## config.mk

```make
export PLATFORM = sky130hd
export DESIGN_NAME = commit_trace_port
export DESIGN_NICKNAME = d
export VERILOG_FILES = /design/src/rtl/soin_trace_pkg.sv /design/src/rtl/trace_fifo.sv /design/src/rtl/commit_trace_port.sv
export SDC_FILE = /design/constraint.sdc
export NUM_CORES = 2
export LEC_CHECK = 0
export BUFFER_PORTS_ARGS = -buffer_cell sky130_fd_sc_hd__buf_2
export CAP_MARGIN = 20
export CORE_UTILIZATION = 50
export DETAILED_ROUTE_END_ITERATION = 6
export GPL_ROUTABILITY_DRIVEN = 0
export PLACE_DENSITY_LB_ADDON = 0.2
export SYNTH_ARGS = -nofsm -noshare
export SYNTH_HDL_FRONTEND = slang
export SYNTH_SLANG_ARGS = --single-unit
```

## constraint.sdc

```tcl
create_clock -name i_clk -period 18.95 [get_ports i_clk]
set_input_delay 1.895 -clock i_clk [delete_from_list [all_inputs] [get_ports i_clk]]
set_output_delay 1.895 -clock i_clk [all_outputs]
set_load 0.02 [all_outputs]
```

## src/rtl/soin_trace_pkg.sv

```systemverilog
// Shared retirement-record layout for the commit trace port
// and anything that decodes its records.
package soin_trace_pkg;

    typedef struct packed {
        logic [31:0] seq;
        logic [31:0] pc;
        logic [31:0] instr;
        logic        rd_we;
        logic [4:0]  rd_addr;
        logic [31:0] rd_data;
    } trace_rec_t;

    localparam int TRACE_REC_W = $bits(trace_rec_t);

endpackage

```

## src/rtl/trace_fifo.sv

```systemverilog
// Generic synchronous FIFO with a registered first-word-fall-through
// head; full/empty come from the occupancy counter.
module trace_fifo
    import soin_trace_pkg::*;
#(
    parameter int  DEPTH = 8,
    parameter type T     = trace_rec_t,
    localparam int PW    = $clog2(DEPTH),
    localparam int LW    = PW + 1
) (
    input  logic          i_clk,
    input  logic          i_rstn,
    input  logic          i_push,
    input  T              i_data,
    input  logic          i_pop,
    output logic          o_push_ok,
    output logic          o_drop,
    output logic          o_valid,
    output T              o_head,
    output logic [LW-1:0] o_level,
    output logic [LW-1:0] o_level_nxt
);

    T              mem [DEPTH];
    T              head_nxt;
    logic [PW-1:0] wptr;
    logic [PW-1:0] rptr;
    logic [PW-1:0] rptr_nxt;
    logic          full;
    logic          empty;
    logic          pop_ok;

    assign full      = (o_level == LW'(DEPTH));
    assign empty     = (o_level == '0);
    assign pop_ok    = i_pop && !empty;
    assign o_push_ok = i_push && (!full || pop_ok);
    assign o_drop    = i_push && !o_push_ok;
    assign rptr_nxt  = pop_ok ? rptr + 1'b1 : rptr;

    always_comb begin
        o_level_nxt = o_level;
        if (o_push_ok && !pop_ok) begin
            o_level_nxt = o_level + 1'b1;
        end else if (!o_push_ok && pop_ok) begin
            o_level_nxt = o_level - 1'b1;
        end
    end

    // The new head is the incoming record only when it lands in the slot
    // the read pointer moves to, i.e. the FIFO holds just that one record.
    always_comb begin
        head_nxt = o_head;
        if (o_level_nxt != '0) begin
            if (o_push_ok && (wptr == rptr_nxt)) begin
                head_nxt = i_data;
            end else begin
                head_nxt = mem[rptr_nxt];
            end
        end
    end

    always_ff @(posedge i_clk) begin
        if (o_push_ok) begin
            mem[wptr] <= i_data;
        end
    end

    always_ff @(posedge i_clk or negedge i_rstn) begin
        if (!i_rstn) begin
            wptr    <= '0;
            rptr    <= '0;
            o_level <= '0;
            o_valid <= 1'b0;
            o_head  <= '0;
        end else begin
            if (o_push_ok) begin
                wptr <= wptr + 1'b1;
            end
            rptr    <= rptr_nxt;
            o_level <= o_level_nxt;
            o_valid <= (o_level_nxt != '0);
            o_head  <= head_nxt;
        end
    end

endmodule

```

## src/rtl/commit_trace_port.sv

```systemverilog
// Per-instruction retirement trace: numbers commits, buffers them and
// offers them over valid/ready with early back-pressure and drop counting.
module commit_trace_port
    import soin_trace_pkg::*;
#(
    parameter int  DEPTH       = 8,
    parameter int  ALMOST_FULL = 6,
    parameter int  CNT_W       = 16,
    localparam int LW          = $clog2(DEPTH) + 1
) (
    input  logic             i_clk,
    input  logic             i_rstn,
    input  logic             i_commit_valid,
    input  logic [31:0]      i_commit_pc,
    input  logic [31:0]      i_commit_instr,
    input  logic             i_commit_rd_we,
    input  logic [4:0]       i_commit_rd_addr,
    input  logic [31:0]      i_commit_rd_data,
    output logic             o_stall_req,
    output logic             o_trace_valid,
    input  logic             i_trace_ready,
    output logic [31:0]      o_trace_seq,
    output logic [31:0]      o_trace_pc,
    output logic [31:0]      o_trace_instr,
    output logic             o_trace_rd_we,
    output logic [4:0]       o_trace_rd_addr,
    output logic [31:0]      o_trace_rd_data,
    output logic [LW-1:0]    o_level,
    output logic             o_overflow,
    output logic [CNT_W-1:0] o_drop_count
);

    trace_rec_t    rec_in;
    trace_rec_t    head;
    logic [31:0]   seq_cnt;
    logic          push_ok;
    logic          drop;
    logic [LW-1:0] level_nxt;

    always_comb begin
        rec_in         = '0;
        rec_in.seq     = seq_cnt;
        rec_in.pc      = i_commit_pc;
        rec_in.instr   = i_commit_instr;
        rec_in.rd_we   = i_commit_rd_we && (i_commit_rd_addr != 5'd0);
        rec_in.rd_addr = i_commit_rd_addr;
        rec_in.rd_data = i_commit_rd_data;
    end

    trace_fifo #(
        .DEPTH (DEPTH),
        .T     (trace_rec_t)
    ) u_fifo (
        .i_clk       (i_clk),
        .i_rstn      (i_rstn),
        .i_push      (i_commit_valid),
        .i_data      (rec_in),
        .i_pop       (i_trace_ready),
        .o_push_ok   (push_ok),
        .o_drop      (drop),
        .o_valid     (o_trace_valid),
        .o_head      (head),
        .o_level     (o_level),
        .o_level_nxt (level_nxt)
    );

    always_ff @(posedge i_clk or negedge i_rstn) begin
        if (!i_rstn) begin
            seq_cnt      <= '0;
            o_overflow   <= 1'b0;
            o_drop_count <= '0;
            o_stall_req  <= 1'b0;
        end else begin
            if (push_ok) begin
                seq_cnt <= seq_cnt + 32'd1;
            end
            if (drop) begin
                o_overflow <= 1'b1;
                if (o_drop_count != '1) begin
                    o_drop_count <= o_drop_count + 1'b1;
                end
            end
            o_stall_req <= (level_nxt >= LW'(ALMOST_FULL));
        end
    end

    assign o_trace_seq     = head.seq;
    assign o_trace_pc      = head.pc;
    assign o_trace_instr   = head.instr;
    assign o_trace_rd_we   = head.rd_we;
    assign o_trace_rd_addr = head.rd_addr;
    assign o_trace_rd_data = head.rd_data;

endmodule
```

After elaboration in Yosys (flattened, before gate mapping)
Memories as Yosys holds them, arrays and structs flattened. A register that Yosys moved wholly into a read port is not among the register bits.
Cells that the tools add are included.
{ "totals": {"regBits": 61, "output_inout_bits": 157, "ramBits": 1072, "n_memories": 1} }
{ "memory_table": {"columns": ["name", "words", "word_bits", "read_ports", "rd_clocked_by_memory_dff", "write_ports", "line", "source"], "rows": [
  ["u_fifo.mem", 8, 134, 1, 1, 1, "trace_fifo.sv:24", "T mem [DEPTH];"]
]} }
{ "op_classes": {"n_reduce_logical": 16, "magnitude_cmp": 1, "eq_ne": 2, "mux": 5, "add_sub_neg": 6} }
{ "ops": {"columns": ["op", "count"], "rows": [
  ["32-bit by 1-bit adder with 32-bit output, second input constant", 1],
  ["16-bit by 1-bit adder with 16-bit output, second input constant", 1],
  ["16-bit inequality test, second input constant", 1],
  ["4-bit two-way mux", 2],
  ["3-bit by 1-bit adder with 3-bit output, second input constant", 2],
  ["1-bit logical AND", 6],
  ["1-bit logical NOT", 5],
  ["5-bit nonzero test", 1],
  ["4-bit by 1-bit adder with 4-bit output, second input constant", 1],
  ["4-bit == test, second input constant", 1],
  ["4-bit by 3-bit greater-or-equal comparator with 1-bit output, second input constant", 1],
  ["4-bit logical NOT", 1],
  ["4-bit nonzero test", 1],
  ["4-bit by 1-bit subtractor with 4-bit output, second input constant", 1],
  ["3-bit two-way mux", 1],
  ["1-bit two-way mux", 2],
  ["2-bit AND reduction", 1],
  ["1-bit logical OR", 1]
]} }

Logic depth before layout (Yosys ltp)
{ "logic_depth": {"word_depth": 10, "depth_mapped": 14} }

Modules after synthesis
From an unflattened synthesis, not the netlist that was laid out.
{ "unflattened": {"cells_unflattened": 5101, "area_unflattened_um2": 61519.0} }
{ "by_module_without_submodules": {"columns": ["module", "seq_area_each_um2", "area_each_um2", "n_inst", "cells_per_inst"], "rows": [
  ["trace_fifo", 35819.4, 59236.8, 1, 4901],
  ["commit_trace_port", 1251.2, 2282.2, 1, 200]
]} }

Least setup slack after synthesis
No wires, ideal clock.
{ "synth_timing": {"path_kind": "input to register", "start": "input port i_trace_ready", "end": "memory u_fifo.mem[1][0] (netlist name) (enable)", "path_stages": 6, "arrival_ps": 16546, "setup_ps": 1003, "slack_ps": 1401, "path_cell_list": "clkbuf_1 clkbuf_1 nor4bb_1 nand2b_1 clkbuf_1 nor4b_1"} }
{ "synth_via": {"elab_chain_cells": 5} }
{ "synth_rtl": {"columns": ["item", "line", "source"], "rows": [
  ["from (decl)", "commit_trace_port.sv:21", "input logic i_trace_ready,"],
  ["1-bit logical AND", "trace_fifo.sv:35", "assign pop_ok = i_pop && !empty;"],
  ["1-bit logical OR", "trace_fifo.sv:36", "assign o_push_ok = i_push && (!full || pop_ok);"],
  ["1-bit logical AND", "trace_fifo.sv:36", null],
  ["1-bit two-way mux", "trace_fifo.sv:63", "if (o_push_ok) begin"],
  ["1-bit two-way mux (not written as such)", "trace_fifo.sv:64", "mem[wptr] <= i_data;"],
  ["to (decl)", "trace_fifo.sv:24", null]
]} }
Every way passes these cells.

Worst setup path after layout
{ "layout_timing": {"start": "input port i_trace_ready", "end": "register u_fifo.o_head[14] (netlist name)"} }
{ "layout_via": {"elab_chain_cells": 8, "word_cells_on_any_way": 11} }
{ "layout_rtl": {"columns": ["item", "line", "source"], "rows": [
  ["1-bit logical AND *", "trace_fifo.sv:35", null],
  ["1-bit logical OR", "trace_fifo.sv:36", null],
  ["1-bit logical AND", "trace_fifo.sv:36", null],
  ["1-bit logical NOT", "trace_fifo.sv:44", "end else if (!o_push_ok && pop_ok) begin"],
  ["1-bit logical AND", "trace_fifo.sv:44", null],
  ["4-bit two-way mux", "trace_fifo.sv:44", null],
  ["4-bit two-way mux", "trace_fifo.sv:42", "if (o_push_ok && !pop_ok) begin"],
  ["4-bit nonzero test", "trace_fifo.sv:53", "if (o_level_nxt != '0) begin"]
]} }
Mark *: on every way between the ends. The rest lies on a longest branch, timed or not.
A chain may end at the register's enable or synchronous reset.

==> summary by stage <==
Timing
The count of final hold-check violations came to 0. The max-slew violation count was 0. The setup violation total in the final timing report is 0. The transition time at the pin with the least slew margin is 1250 ps. Setup slack on the critical path of the routed design comes to around 13000 ps.

Of the available clock period, the critical path in the final layout requires 29.6%. Headroom to the max-slew limit came out at between 15 and 20%. The final period demand of the worst path is 5610 ps.

The final sum of negative setup slack is 0 ps. For this run, the top clock speed supported by timing is between 150 and 200 MHz. Setup repair after global routing left no endpoint under its margin. Clock skew on the completed layout was measured at 29.8 ps.

Finish
The top cell types in the final layout, fill and taps aside, are 1072 x sky130_fd_sc_hd__edfxtp_1, 402 x sky130_fd_sc_hd__mux2i_1, 303 x sky130_fd_sc_hd__nand2_1, 261 x sky130_fd_sc_hd__buf_2, 195 x sky130_fd_sc_hd__dfrtp_1. The leading cell type in the layout, fill and taps excluded is sky130_fd_sc_hd__edfxtp_1. The count of nets after finishing is 3402. Cells with a size suffix above 1 make up between 10% and 20% of the layout. Compared with the post-synthesis result, the final layout area differs by 13.8%.

Setup path
The data arrival time of the critical path is ~6200 ps. The worst setup path is launched from a primary input. The kind of critical path is in -> reg.

The setup slack of the most critical reg-to-reg path is 13520 ps. The number of cells on the worst reg-to-reg path is 11. In this run the worst path has a maximum fanout of 66. At the worst endpoint, the required time is 19540 ps. The critical path endpoint category is a flip-flop.

Yosys
The netlist uses 53 different library cells. The cell type contributing the most total cell area after synthesis is sky130_fd_sc_hd__edfxtp_1. After synthesis, the largest area contributor takes up 64.1% of total cell area. The number of enable-type register cells in the synthesized netlist is around 1.1k. Sorting the synthesized cells by area gives the leading types as sky130_fd_sc_hd__edfxtp_1 64%, sky130_fd_sc_hd__dfrtp_1 9.7%, sky130_fd_sc_hd__mux2i_1 8.0%.

The post-synth net total is 3192. Among all flip-flop cells after synthesis, the most frequent one is sky130_fd_sc_hd__edfxtp_1. The Yosys step of the flow raised 0 warnings. The cell count after synthesis came out at 3080.

The cell area after technology mapping is roughly 0.050 mm². The number of flip-flops and latches in the synthesized netlist is approximately 1.3k. After synthesis, the mean cell area works out to 16.3 µm². The proportion of synthesized chip area in sequential cells is between 70% and 80%. For this run, asynchronously set or reset flops after synthesis account for 15.4%.

Placed design
The count of port buffers added during placement is 262. At the placement stage, the worst setup path has a slack of 12660 ps. The half-perimeter wire length of the detailed placement result is 63.9 mm.

CTS
Buffers inserted during clock tree synthesis total 132. The clock latency reported for the late side of the worst-skew pair is ~730 ps. The clock net sink count is around 1.3k. The worst-case clock buffer depth is 3. Hold repair after CTS inserted 0 buffers.

The number of gates resized after CTS is 0. TritonCTS built the clock tree. The post-CTS setup-driven buffer insertion count is 0.

The clock-pin slew on the worst setup and hold paths is roughly 50 ps. The H-tree was split into 4 levels. Clock tree synthesis selected as its root buffer the cell sky130_fd_sc_hd__clkbuf_16.

Drt
The via density per instance is approximately 6.4. The number of antenna-violating nets in the routed design is 0. For this run, the detailed router's first-pass iteration total came to 7. For this block, wires on met1 add up to around 54 mm. The number of DRC violations after detailed-routing iteration 0 is 2993. The post-detailed-route wirelength per cell is 28.4 µm. The top layer reached by signal wires is met5.

For this run, design rule violations remaining after detail routing come to 5. The routed design has 133 mm of wire. The length of routed met3 wiring is about 10 mm. The total number of vias is 29.9k.

The routed design uses 66.0 mm of met2 wire.

GRT
The first global-routing pass estimated slightly below 200 mm of wire. The total overflow left after global routing is 0. The number of antenna violations at the first check in global routing came to 22. Entering global routing, the biggest net connects 173 pins.

The via count of the first global-routing pass was 30.7k. The global-route total usage across every layer is 26.1%.

Min path
Along the worst hold path, the cell count comes to 1. The class of the tightest hold or removal check is reg -> reg.

Die
The initial core utilization is 50.7%. The placeable core region is slightly below 0.1 mm². The die area is 0.102 mm².

After floorplanning, the core was divided into around 120 placement rows. The floorplan step set the die width to 319 µm. The I/O pin total is around 260.

The die height is 319 µm.

Job
The count of max-cap constraint violations is 0.

Power
Across the VDD grid, the largest voltage drop is about 440 µV. The leakage component of the power is 20.7 nW. Power spread over the standard cell area amounts to 187 mW/mm².

Status
The flow ran to the end, but the final reports show violations. The checks that failed: design-rule violations.
-- cell usage after synthesis (12+ instances only) --
library cell / n
sky130_fd_sc_hd__dfrtp_1: 195
sky130_fd_sc_hd__a221o_1: 134
sky130_fd_sc_hd__buf_2: 71
sky130_fd_sc_hd__clkbuf_1: 164
sky130_fd_sc_hd__nor2_1: 15
sky130_fd_sc_hd__nand4_1: 17
sky130_fd_sc_hd__nand2_1: 303
sky130_fd_sc_hd__a32o_1: 134
sky130_fd_sc_hd__nand3_1: 143
sky130_fd_sc_hd__mux2i_1: 402
sky130_fd_sc_hd__a211oi_1: 137
sky130_fd_sc_hd__a221oi_1: 134
sky130_fd_sc_hd__xor2_1: 12
sky130_fd_sc_hd__edfxtp_1: 1072
sky130_fd_sc_hd__xnor2_1: 39
-- routing by layer --
metal / GRT usage, % / up-vias
li1: - / 12900
met1: 34.1 / 15400
met2: 43.9 / 1363
met3: 4.80 / 248
met4: 9.11 / 16
met5: 0 / -
-- cells by family after synthesis --
family          after synthesis  synth area share [%]
simple gates                542                  4.94
compound gates              554                  10.0
mux                         403                  8.04
buf+inv                     256                  2.11
fa+ha+maj                     6                 0.150
xor+xnor                     52                 0.922
flops                      1267                  73.8
-- registers in the layout, summed over array words and instances, names as in the netlist --
register,cells
seq_cnt,32
u_fifo.o_head,134
u_fifo.o_valid,1
u_fifo.rptr,3
u_fifo.mem,1072
o_overflow,1
u_fifo.wptr,3
o_drop_count,16
u_fifo.o_level,4
o_stall_req,1
-- power breakdown --
| group | total (mW) | internal, mW | switching, mW | leakage [nW] |
|---|---|---|---|---|
| Sequential | 3.81 | 3.58 | 0.234 | 12.3 |
| Clock | 2.57 | 1.52 | 1.05 | 2.13 |
| Combinational | 4.29 | 1.44 | 2.85 | 6.23 |
| Total | 10.7 | 6.54 | 4.13 | 20.7 |
-- cell type report --
type	instances	area, µm²
inverter	12	47.5
clock buffer	184	3740
sequential	1267	37100
clock inverter	59	618
tap	1287	1610
timing repair buffer	320	1820
multi-input combinational	1557	12200
antenna	9	22.5
fill	7435	41900
-- worst max-delay path, stage by stage --
cell and delay, ps:
sky130_fd_sc_hd__buf_2 200, sky130_fd_sc_hd__nor2b_1 190, sky130_fd_sc_hd__a211oi_4 290, sky130_fd_sc_hd__buf_4 750, sky130_fd_sc_hd__buf_4 960, sky130_fd_sc_hd__buf_4 920, sky130_fd_sc_hd__mux2i_1 320, sky130_fd_sc_hd__a32o_1 160
sky130_fd_sc_hd__a221oi_1 50, sky130_fd_sc_hd__a221o_1 360
-- metrics by stage --
step	cells	power, mW	util [%]	hold slack [ps]	area [µm²]
finish	4695	10.7	57.7	473	57100
global route	4695	11.1	57.7	494	57100
CTS	4686	10.7	57.7	476	57100
detailed placement	4443	8.14	53.3	463	52700
global placement	4442	8.04	53.3	445	52700
floorplan	3080	6.73	-	546	50200
-- final timing paths --
| path | end | from |
|---|---|---|
| min in group asynchronous | u_fifo.o_head[83] | i_rstn |
| worst min-delay path | o_overflow | o_overflow |
| worst max register to register | u_fifo.o_head[14] | u_fifo.o_level[0] |
| worst min register to register | o_overflow | o_overflow |
| worst max-delay path | u_fifo.o_head[14] | i_trace_ready |
| max in group asynchronous | u_fifo.o_head[123] | i_rstn |
No activity file was read; power rests on OpenSTA's default activity.
